### src/rtl/delay_timer_rw.sv
// Programmable delay timer with cycle prescaler and one-shot, periodic and free-run modes.
// Config (mode, terminal count, prescale) is captured on start and held for the whole run.
module delay_timer_rw #(
  parameter int WIDTH      = 14,
  parameter int PRESCALE_W = 8
) (
  input  logic                  clk,
  input  logic                  rst,
  input  logic                  start,
  input  logic                  abort,
  input  logic [1:0]            mode,
  input  logic [WIDTH-1:0]      delay_val,
  input  logic [PRESCALE_W-1:0] prescale,
  output logic [WIDTH-1:0]      q_delay,
  output logic                  busy,
  output logic                  done,
  output logic                  tick,
  output logic                  wrap
);

  // state | meaning
  // IDLE  | not timing; q_delay holds last value for readout
  // RUN   | counting prescaled ticks toward the latched terminal count
  typedef enum logic {IDLE, RUN} state_t;

  localparam logic [1:0] MODE_PERIODIC = 2'b01;
  localparam logic [1:0] MODE_FREERUN  = 2'b10;

  state_t                  state;
  logic [1:0]              mode_l;
  logic [WIDTH-1:0]        n_l;
  logic [PRESCALE_W-1:0]   p_l;
  logic [PRESCALE_W-1:0]   pre_cnt;

  always_ff @(posedge clk) begin
    done <= 1'b0;
    tick <= 1'b0;
    wrap <= 1'b0;
    if (rst) begin
      state   <= IDLE;
      busy    <= 1'b0;
      q_delay <= '0;
      pre_cnt <= '0;
      mode_l  <= '0;
      n_l     <= '0;
      p_l     <= '0;
    end else if (abort) begin
      state   <= IDLE;
      busy    <= 1'b0;
      pre_cnt <= '0;
    end else if (start) begin
      state   <= RUN;
      busy    <= 1'b1;
      mode_l  <= mode;
      n_l     <= delay_val;
      p_l     <= prescale;
      q_delay <= '0;
      pre_cnt <= '0;
    end else if (state == RUN) begin
      if (pre_cnt == p_l) begin
        pre_cnt <= '0;
        tick    <= 1'b1;
        case (mode_l)
          MODE_FREERUN: begin
            q_delay <= q_delay + WIDTH'(1);
            if (&q_delay) wrap <= 1'b1;
          end
          MODE_PERIODIC: begin
            if (q_delay == n_l) begin
              done    <= 1'b1;
              q_delay <= '0;
            end else begin
              q_delay <= q_delay + WIDTH'(1);
            end
          end
          default: begin
            // one-shot (reserved 11 included): stop with q_delay parked at N
            if (q_delay == n_l) begin
              done  <= 1'b1;
              state <= IDLE;
              busy  <= 1'b0;
            end else begin
              q_delay <= q_delay + WIDTH'(1);
            end
          end
        endcase
      end else begin
        pre_cnt <= pre_cnt + PRESCALE_W'(1);
      end
    end
  end

endmodule

### config.mk
export PLATFORM = sky130hd
export DESIGN_NAME = delay_timer_rw
export DESIGN_NICKNAME = d
export VERILOG_FILES = /design/src/rtl/delay_timer_rw.sv
export SDC_FILE = /design/constraint.sdc
export NUM_CORES = 1
export LEC_CHECK = 0
export ABC_AREA = 1
export CORE_ASPECT_RATIO = 0.8
export CORE_MARGIN = 3
export CORE_UTILIZATION = 40
export CTS_CLUSTER_SIZE = 12
export DETAILED_ROUTE_END_ITERATION = 8
export SKIP_CTS_REPAIR_TIMING = 1
export SLEW_MARGIN = 25
export SYNTH_ARGS = -nofsm -noshare
export SYNTH_HDL_FRONTEND = slang
export SYNTH_SLANG_ARGS = --single-unit
### constraint.sdc
create_clock -name clk -period 3.75 [get_ports clk]
set_input_delay 0.75 -clock clk [delete_from_list [all_inputs] [get_ports clk]]
set_output_delay 0.75 -clock clk [all_outputs]
set_load 0.01 [all_outputs]
======== Word-level counts from Yosys, hierarchy flattened ========
Index checks and enable logic that the tools add are counted.
Widths: inputs -> output; s select.
operators by class
  $add $sub $neg .......................... 2
  eq/ne operators ......................... 6
  mux-type cells .......................... 20
  bitwise operators ....................... 4
  reduce and logical (&&, ||, !) cells .... 13
operators with widths
  cell                   count
  $mux 14                5
  $pmux 14 s2            1
  $add 14x1->14 const B  1
  $eq 14x14->1           1
  $reduce_and 14->1      1
  $mux 1                 13
  $reduce_or 6->1        2
  $add 8x1->8 const B    1
  $eq 8x8->1             1
  $mux 8                 1
  $reduce_and 4->1       2
  $reduce_bool 2->1      3
  $ne 4x2->1 const B     1
  $not 1->1              4
  $reduce_or 2->1        2
  $reduce_or 4->1        1
  $reduce_or 3->1        1
  $eq 2x1->1 const B     1
  $eq 2x2->1 const B     1
  $ne 2x1->1 const B     1
  $reduce_and 2->1       1
word-level totals
  register bits after elaboration ......... 51
  output and inout bits ................... 18
  word-level logic and storage cells ...... 55

======== Logic depth before layout (Yosys ltp) ========
Gate-level depths: netlist of run 1.
  word-level depth ........................ 6
  depth in mapped cells ................... 13
  gate-level depth less buffers ........... 12

======== Worst setup path after synthesis of run 1 ========
OpenSTA, ideal clock, no wires.
  path kind ............................... input to register
  from .................................... input start
  to ...................................... register mode_l[0]
  arrival time ............................ 1.606 ns
  required time ........................... 3.622 ns
  setup slack ............................. 2.016 ns
  stages .................................. 6
  path buffers ............................ 1
  path through ............................ inv_1 -> nor2_1 -> inv_1 -> clkbuf_1 -> o21ai_0 -> a21oi_1
between the ends
  cells in the longest elaborated chain, start to end .. 1
RTL lines
  item                               line  source
  from (decl)                        9     input logic start,
  $reduce_and 2->1 (no source line)  n/a
  to (signal assigned)               54    mode_l <= mode;
  to (decl)                          30    logic [1:0] mode_l;
No other way between the ends.
A chain may end at the register's enable or synchronous reset.

======== Final worst setup path of run 1 ========
  from .................................... input start
  to ...................................... register q_delay[11]
between the ends
  cells in the longest elaborated chain, start to end .. 2
  elaborated cells on any way between the ends .. 5
RTL lines
  item                                                                     line  source
  $ne 4x2->1 (no source line) / $reduce_bool 2->1 (equally long branches)  n/a
  $reduce_and 4->1 (no source line)                                        n/a
  to (signal assigned)                                                     65    q_delay <= q_delay + WIDTH'(1);
  to (signal assigned)                                                     73    q_delay <= q_delay + WIDTH'(1);
  to (signal assigned)                                                     83    q_delay <= q_delay + WIDTH'(1);
  to (decl)                                                                14    output logic [WIDTH-1:0] q_delay,
Several ways; a longest one is shown, not always the timed one.

==> flow_summary.ini, run 1 <==
[run_status]
status = complete, no violations

[worst_setup_path]
critPathSlowestCell = clkdlybuf4s50_1
cp.arrival_ns = 2.91
timing.critical_path.cells = clkdlybuf4s50_1, inv_1, nor2_1, inv_1, buf_4, nand2_2, inv_1, nor2_1, nor2_1
startpoint_type = primary input
critical_path.endpoint_type = flip-flop
slowest_stage_delay_on_critical_path_ns = 0.48
setup.worst_path.class = in2reg
wp_data_required_ns = 3.96
critical_path_peak_fanout = 22
rrSetupSlack_ns = 1.79

[yosys]
ys_seq_elements = 51
synth-seq-area-share = 0.402
postSynthNetCount = 408
most_instantiated_library_cell_after_synthesis = nand2_1
post_synthesis_instance_area_sq_mm = 0.00254
post_synth_inst_count = 376
synth_area_leader_cell = dfxtp_1
synth_flop_cell = dfxtp_1
yosysTopAreaCellShare = 0.402
syn-mean-instance-area_sq_um = 6.76
netlist-cell-type-count = 26
synth_enable_flop_cells = 0
top_post_synthesis_cells_by_area = dfxtp_1, nand2_1, nor2_1
ys_async_sr_fraction = 0
synth.yosys.warnings = 0
top_post_synthesis_cells_by_count = nand2_1, nor2_1, dfxtp_1

[floorplan]
die-height_um = 77.3
core_area_sq_mm = 0.00604
fp.dieW_um = 95.1
floorplan.die_area_sq_mm = 0.00735
floorplan.initialDensity = 0.421
io_pins = 46
std_cell_rows = 25

[detailed_routing]
vias = 2364
finalWirelength_um = 5890
wl_per_cell_um = 11.7
drt_iter0_markers = 171
total_drc_errors_in_the_routed_layout = 0
first_pass_iters = 4
antenna_left = 0
routed_via_density = 4.71

[sta]
finalSetupTns_ns = 0
grt_setup_unrepaired = false
slew_headroom = 0.592
setup_viol = 0
finalMaxSlewViolations = 0
fmax_mhz = 370
layout_worst_path_cycle_share = 0.721
max_slew.worst_pin.slew_ns = 0.611
fin_crit_ns = 2.70
finalClockSkew_ns = 0.00452
final-hold-violation-count = 0

[pwr]
p_leak_nw = 1.30
peakVddDrop_mv = 0.211
power_per_cell_area_mw_per_mm2 = 369
post-layout-total-power_mw = 1.17

[cts]
root_buffer = clkbuf_8
htree_levels = 2
clk-insertion-delay-late_ns = 0.30
cts_max_path_buffers = 2
cts.clk_slew.worst_paths_ns = 0.09
cts-buffers-inserted = 5
cts_tree = done
clock-sinks = 51

[placed_design]
numPlacedInstances = 494
numPortBuffers = 45
hpwl_um = 4310
place_congestion = 0.843

[global_routing]
pin_count_of_the_biggest_net_entering_global_routing = 25
grt.met1_usage = 0.269
global_route.usage.total = 0.172
grt-busiest-layer = met1
grt_first_pass_wirelength_um = 10200
groute.layer.met3.usage = 0.0304
grt_pass1_vias = 2170
gr-usage-met2 = 0.239
antenna_violations_before_repair = 0
global_route.overflow_total = 0

[layout]
layout-drive-gt1-share = 0.0523
antennaDiodeCount = 0
fin_util = 0.527
final_cell_count_no_fill = 502
syn_to_final_growth_pct = 25.1
num-nets-final = 452

[job]
cap_violations = 0

[hold_path]
worstHoldPathType = reg2reg
==> logic make-up after synthesis <==
logic type / count (synthesis) / synth area share
fa+ha+maj: 4 / 0.0197
flops: 51 / 0.402
buf+inv: 53 / 0.0847
simple gates: 195 / 0.325
xor+xnor: 16 / 0.0551
compound gates: 57 / 0.113
==> flip-flops by register name, summed over array words and instances, names as in the netlist <==
name,cells
p_l,8
pre_cnt,8
n_l,14
done,1
busy,1
tick,1
q_delay,14
wrap,1
mode_l,2
state,1
==> per-stage QoR <==
step / cell area (sq um) / hold WS, ns / setup WS [ns]
3_3_place_gp: 3060 / 0.455 / 0.856
2_1_floorplan: 2540 / 0.443 / 2.02
6_report: 3180 / 0.469 / 1.05
5_1_grt: 3180 / 0.499 / 0.731
4_1_cts: 3180 / 0.470 / 1.05
3_5_place_dp: 3060 / 0.455 / 0.720
==> layout by cell type, fill, tap and decap left out, types with 10 or more instances in the layout <==
master,n
nand2_1,88
nor2_1,66
dfxtp_1,51
clkdlybuf4s50_1,45
inv_1,38
o21ai_0,26
a21oi_1,25
nand3_1,14
xnor2_1,10
nor3_1,10
==> report_power, final <==
part	internal, mW	switching (mW)	leakage (nW)
sequential	0.567	0.0234	0.418
clock	0.220	0.188	0.0618
combinational	0.0827	0.0927	0.818
==> layer usage <==
metal  vias up  part of all wire  routed length, um
met5         -                 0                  0
li1       1273                 -                  -
met3         4             0.045                264
met2        52              0.39               2280
met4         0            0.0085                 50
met1      1035              0.56               3290
==> critical path: cells and delay by family <==
family,cells,cell delay [ns]
buf+inv,5,1.18
simple gates,4,0.96
==> final timing paths <==
kind         startpoint          end  cells after the start
max               start  q_delay[11]                      9
min              p_l[4]       p_l[4]                      2
max reg2reg  q_delay[5]   q_delay[0]                     12
min reg2reg      p_l[4]       p_l[4]                      2
==> area by class of cell <==
class	count	area, sq um
Clock inverter	2	38.8
Tap cell	81	101
Sequential cell	51	1020
Multi-Input combinational cell	272	1310
Clock buffer	6	82.6
Fill cell	614	2860
Timing Repair Buffer	48	473
Inverter	42	158
Note: power is estimated with default switching activity, not from simulation.
==> run 2, diff against run 1 <==
clock period = 2.73 ns   (was 3.75 ns; I/O delays follow)
==> flow_summary.ini, run 2 (synthesis gave the netlist of run 1 again) <==
[pwr]
switching_share = 0.258
peakVddDrop_mv = 0.207
p_comb_frac = 0.151
clk_pwr_share = 0.343
sequentialPowerShare = 0.506
power_per_cell_area_mw_per_mm2 = 504
power.net_switching_uw = 413
p_int_mw = 1.19
p_leak_nw = 1.30

[placed_design]
numPortBuffers = 45
place_congestion = 0.835
dpl_cell_area_sq_mm = 0.00306
hpwl_um = 4190

[global_routing]
antenna_violations_before_repair = 0
global_route.overflow_total = 0
grt_first_pass_wirelength_um = 9920
grt_pass1_vias = 2151
global_route.usage.total = 0.170
pin_count_of_the_biggest_net_entering_global_routing = 32

[worst_setup_path]
worstSetupEndpoint = q_delay[11]
timing_startpoint_of_the_critical_path = start
critical_path.endpoint_type = flip-flop
worst-r2r-cell-count = 12
cp.arrival_ns = 2.39
slowest_stage_delay_on_critical_path_ns = 0.42
critical_path_peak_fanout = 22
startpoint_type = primary input
r2r-start = q_delay[0]
timing.critical_path.cells = clkdlybuf4s50_1, inv_1, nor2_1, inv_1, nand2_2, inv_1, nor2_1, nor2_1
wp_data_required_ns = 2.99
worst_r2r_endpoint = q_delay[11]
rrSetupSlack_ns = 0.74
critPathSlowestCell = clkdlybuf4s50_1
setup.worst_path.class = in2reg

[layout]
area_occupied_by_registers_sq_mm = 0.00102
num-nets-final = 452
multi_input_gate_area_in_the_final_layout_sq_mm = 0.00131
layout-drive-gt1-share = 0.0523
filler_cell_count = 582
layout.cells.most_common = nand2_1
fin_util = 0.526
syn_to_final_growth_pct = 25.0
mostFrequentLayoutCells = nand2_1, nor2_1, dfxtp_1
layout.cell_area.non_filler_sq_mm = 0.00318
registers_with_the_most_flip_flops = n_l (14), q_delay (14)
antennaDiodeCount = 0

[detailed_routing]
total_drc_errors_in_the_routed_layout = 0
drt_iter0_markers = 105
routed_via_density = 4.68
first_pass_iters = 4
wl_per_cell_um = 11.9
antenna_left = 0
vias = 2351
finalWirelength_um = 5960

[sta]
max_slew.worst_pin.slew_ns = 0.444
layout_worst_path_cycle_share = 0.783
fmax_mhz = 468
setup_viol = 0
slew_headroom = 0.703
finalClockSkew_ns = 0.0110
finalSetupTns_ns = 0
fin_crit_ns = 2.14
grt_setup_unrepaired = false
finalMaxSlewViolations = 0
final-hold-violation-count = 0

[hold_path]
worstHoldPathType = reg2reg
min_from = n_l[13]

[floorplan]
die-height_um = 77.3
floorplan.initialDensity = 0.421
io_pins = 46
floorplan.die_area_sq_mm = 0.00735
std_cell_rows = 25
fp.dieW_um = 95.1
core_area_sq_mm = 0.00604

[cts]
cts_max_path_buffers = 2
cts.clk_slew.worst_paths_ns = 0.10
root_buffer = clkbuf_8
cts_tree = done
clk-insertion-delay-late_ns = 0.31
clock-sinks = 51
cts-buffers-inserted = 5
htree_levels = 2

[job]
cap_violations = 0

[run_status]
status = complete, no violations
-- run 2: layout make-up --
class | count | area share
multi-input combinational | 272 | 0.411
sequential | 51 | 0.322
timing repair buffer | 48 | 0.149
inverter | 42 | 0.0496
tap | 81 | 0.0319
clock buffer | 6 | 0.0260
clock inverter | 2 | 0.0110
-- run 2: worst min-delay path by stage --
stage                          to  slack [ns]  depth (start not counted)
after floorplan            n_l[0]        0.44                          2
after global placement     n_l[1]        0.45                          2
after detailed placement   n_l[4]        0.46                          2
after CTS                  n_l[4]        0.48                          2
after global routing       p_l[5]        0.50                          2
final                     n_l[13]        0.47                          2
-- run 2: power groups by stage --
stage          Sequential (mW)  Clock, mW  Combinational [mW]
6_report                 0.810      0.550               0.241
3_3_place_gp             0.828          0               0.240
3_5_place_dp             0.828          0               0.242
4_1_cts                  0.811      0.573               0.243
5_1_grt                  0.816      0.593               0.274
2_1_floorplan            0.824          0               0.150
-- run 2: metal layers --
layer,wire length [um],share of wire,global-route usage,up-vias
met5,0,0,0,-
met4,112,0.019,0.0677,0
met3,314,0.053,0.0343,13
met2,2330,0.39,0.225,57
met1,3210,0.54,0.263,1009
li1,-,-,-,1272
-- run 2: critical path, delay by kind of cell --
kind                   cells  cell delay [ns]
AND/OR/NAND/NOR            4             0.59
buffers and inverters      4             1.26
-- run 2: through the flow --
step           hold WS [ns]  std cells  setup WS (ns)  power [mW]
6_report              0.475        502          0.592        1.60
5_1_grt               0.503        502          0.315        1.68
4_1_cts               0.478        502          0.591        1.63
3_5_place_dp          0.463        494          0.255        1.07
3_3_place_gp          0.454        494          0.312        1.07
2_1_floorplan         0.443        376           1.18       0.974
==> run 3, diff against run 2 <==
PLACE_DENSITY = 0.66   (was not set)
clock period = 1.8 ns   (was 2.73 ns; I/O delays follow)
==> flow_summary.ini, run 3 (synthesis gave the netlist of run 1 again) <==
[worst_setup_path]
timing.critical_path.cells = buf_4, clkdlybuf4s50_1
rrSetupSlack_ns = 0.13
critPathSlowestCell = clkdlybuf4s50_1
worstPathBufferInverterCount = 2
startpoint_type = flip-flop
critical_path_peak_fanout = 6
setup.worst_path.class = reg2out
slowest_stage_delay_on_critical_path_ns = 0.54
critical_path.endpoint_type = primary output
timing.critical_path.max_delay_family = buffers and inverters
timing_startpoint_of_the_critical_path = q_delay[10]
r2r-start = q_delay[7]
wp_data_required_ns = 1.44
cp.arrival_ns = 1.37

[detailed_routing]
wl_per_cell_um = 11.8
vias = 2487
antenna_left = 0
total_drc_errors_in_the_routed_layout = 0
routed_via_density = 4.72
drt_iter0_markers = 160
finalWirelength_um = 6230
first_pass_iters = 4

[placed_design]
hpwl_um = 4490
pre_cts_slack_ns = 0.0457
place_congestion = 0.859
numPortBuffers = 45

[pwr]
p_leak_nw = 1.43
peakVddDrop_mv = 0.347
power_per_cell_area_mw_per_mm2 = 689
post-layout-total-power_mw = 2.35

[hold_path]
worstHoldPathType = reg2reg
min_from = n_l[6]

[layout]
fin_util = 0.565
antennaDiodeCount = 0
layout-drive-gt1-share = 0.143
layout.cells.most_common = nand2_1
num-nets-final = 477
registers_with_the_most_flip_flops = n_l (14), q_delay (14)
syn_to_final_growth_pct = 34.1
mostFrequentLayoutCells = nand2_1, nor2_1, clkdlybuf4s50_1
filler_cell_count = 592

[sta]
max_slew.worst_pin.slew_ns = 0.392
setup_viol = 0
fin_crit_ns = 1.73
final_setup_margin_ns = 0.0698
final-hold-violation-count = 0
finalClockSkew_ns = 0.0149
finalMaxSlewViolations = 0
fmax_mhz = 578
worst_hold_slack_ns = 0.470
finalSetupTns_ns = 0
slew_headroom = 0.737
layout_worst_path_cycle_share = 0.961

[global_routing]
grt_pass1_vias = 2324
pin_count_of_the_biggest_net_entering_global_routing = 33
antenna_violations_before_repair = 0
global_route.usage.total = 0.177
grt_first_pass_wirelength_um = 10500
global_route.overflow_total = 0

[cts]
htree_levels = 2
clock-sinks = 51
cts-buffers-inserted = 5
cts_tree = done
root_buffer = clkbuf_8
clk-insertion-delay-late_ns = 0.31
cts.clk_slew.worst_paths_ns = 0.10
cts_max_path_buffers = 2

[floorplan]
fp.dieW_um = 95.1
floorplan.initialDensity = 0.421
core_area_sq_mm = 0.00604
die-height_um = 77.3
std_cell_rows = 25
io_pins = 46
floorplan.die_area_sq_mm = 0.00735

[job]
cap_violations = 0

[run_status]
status = complete, no violations
-- run 3: cell count changes in the layout (fill, tap and decap cells not counted), sizes merged --
cell      delta
buf         +25
bufinv       -1
clkinv       -1
clkinvlp     +1
inv          +1
-- run 3: path summary, 6_finish.rpt --
kind / to / cells after the start
setup / recovery: q_delay[10] / 2
hold / removal: n_l[6] / 2
setup reg to reg: q_delay[2] / 12
hold reg to reg: n_l[6] / 2
-- run 3: worst reg2reg max path, delay by kind of cell, from the launching register on --
kind	cells	cell delay, ns
buf+inv	2	0.18
simple gates	10	1.00
flops	1	0.38
-- run 3: area by class of cell --
type / instances / area (sq um) / area share
multi-input combinational: 272 / 1340 / 0.394
sequential: 51 / 1040 / 0.304
timing repair buffer: 73 / 681 / 0.200
inverter: 42 / 158 / 0.0463
tap: 81 / 101 / 0.0297
clock buffer: 6 / 72.6 / 0.0213
clock inverter: 2 / 16.3 / 0.00477
-- run 3: through the flow --
step                      instances  cell area, sq um
after detailed placement        516              3240
after CTS                       524              3320
after floorplan                 376              2540
after global placement          516              3240
final                           527              3410
after global routing            527              3410
-- run 3: routing by layer --
layer,share of wire,vias up,routed length (um),GRT usage
li1,-,1326,-,-
met5,0,-,0,0
met4,0.013,0,78,0.0476
met3,0.065,11,408,0.0392
met1,0.50,1087,3120,0.249
met2,0.42,63,2630,0.271
-- run 3: power by group --
| part | switching (mW) | internal (mW) | total [mW] |
|---|---|---|---|
| logic | 0.231 | 0.218 | 0.448 |
| clock network | 0.401 | 0.280 | 0.681 |
| registers | 0.0357 | 1.18 | 1.22 |
| total | 0.668 | 1.68 | 2.35 |
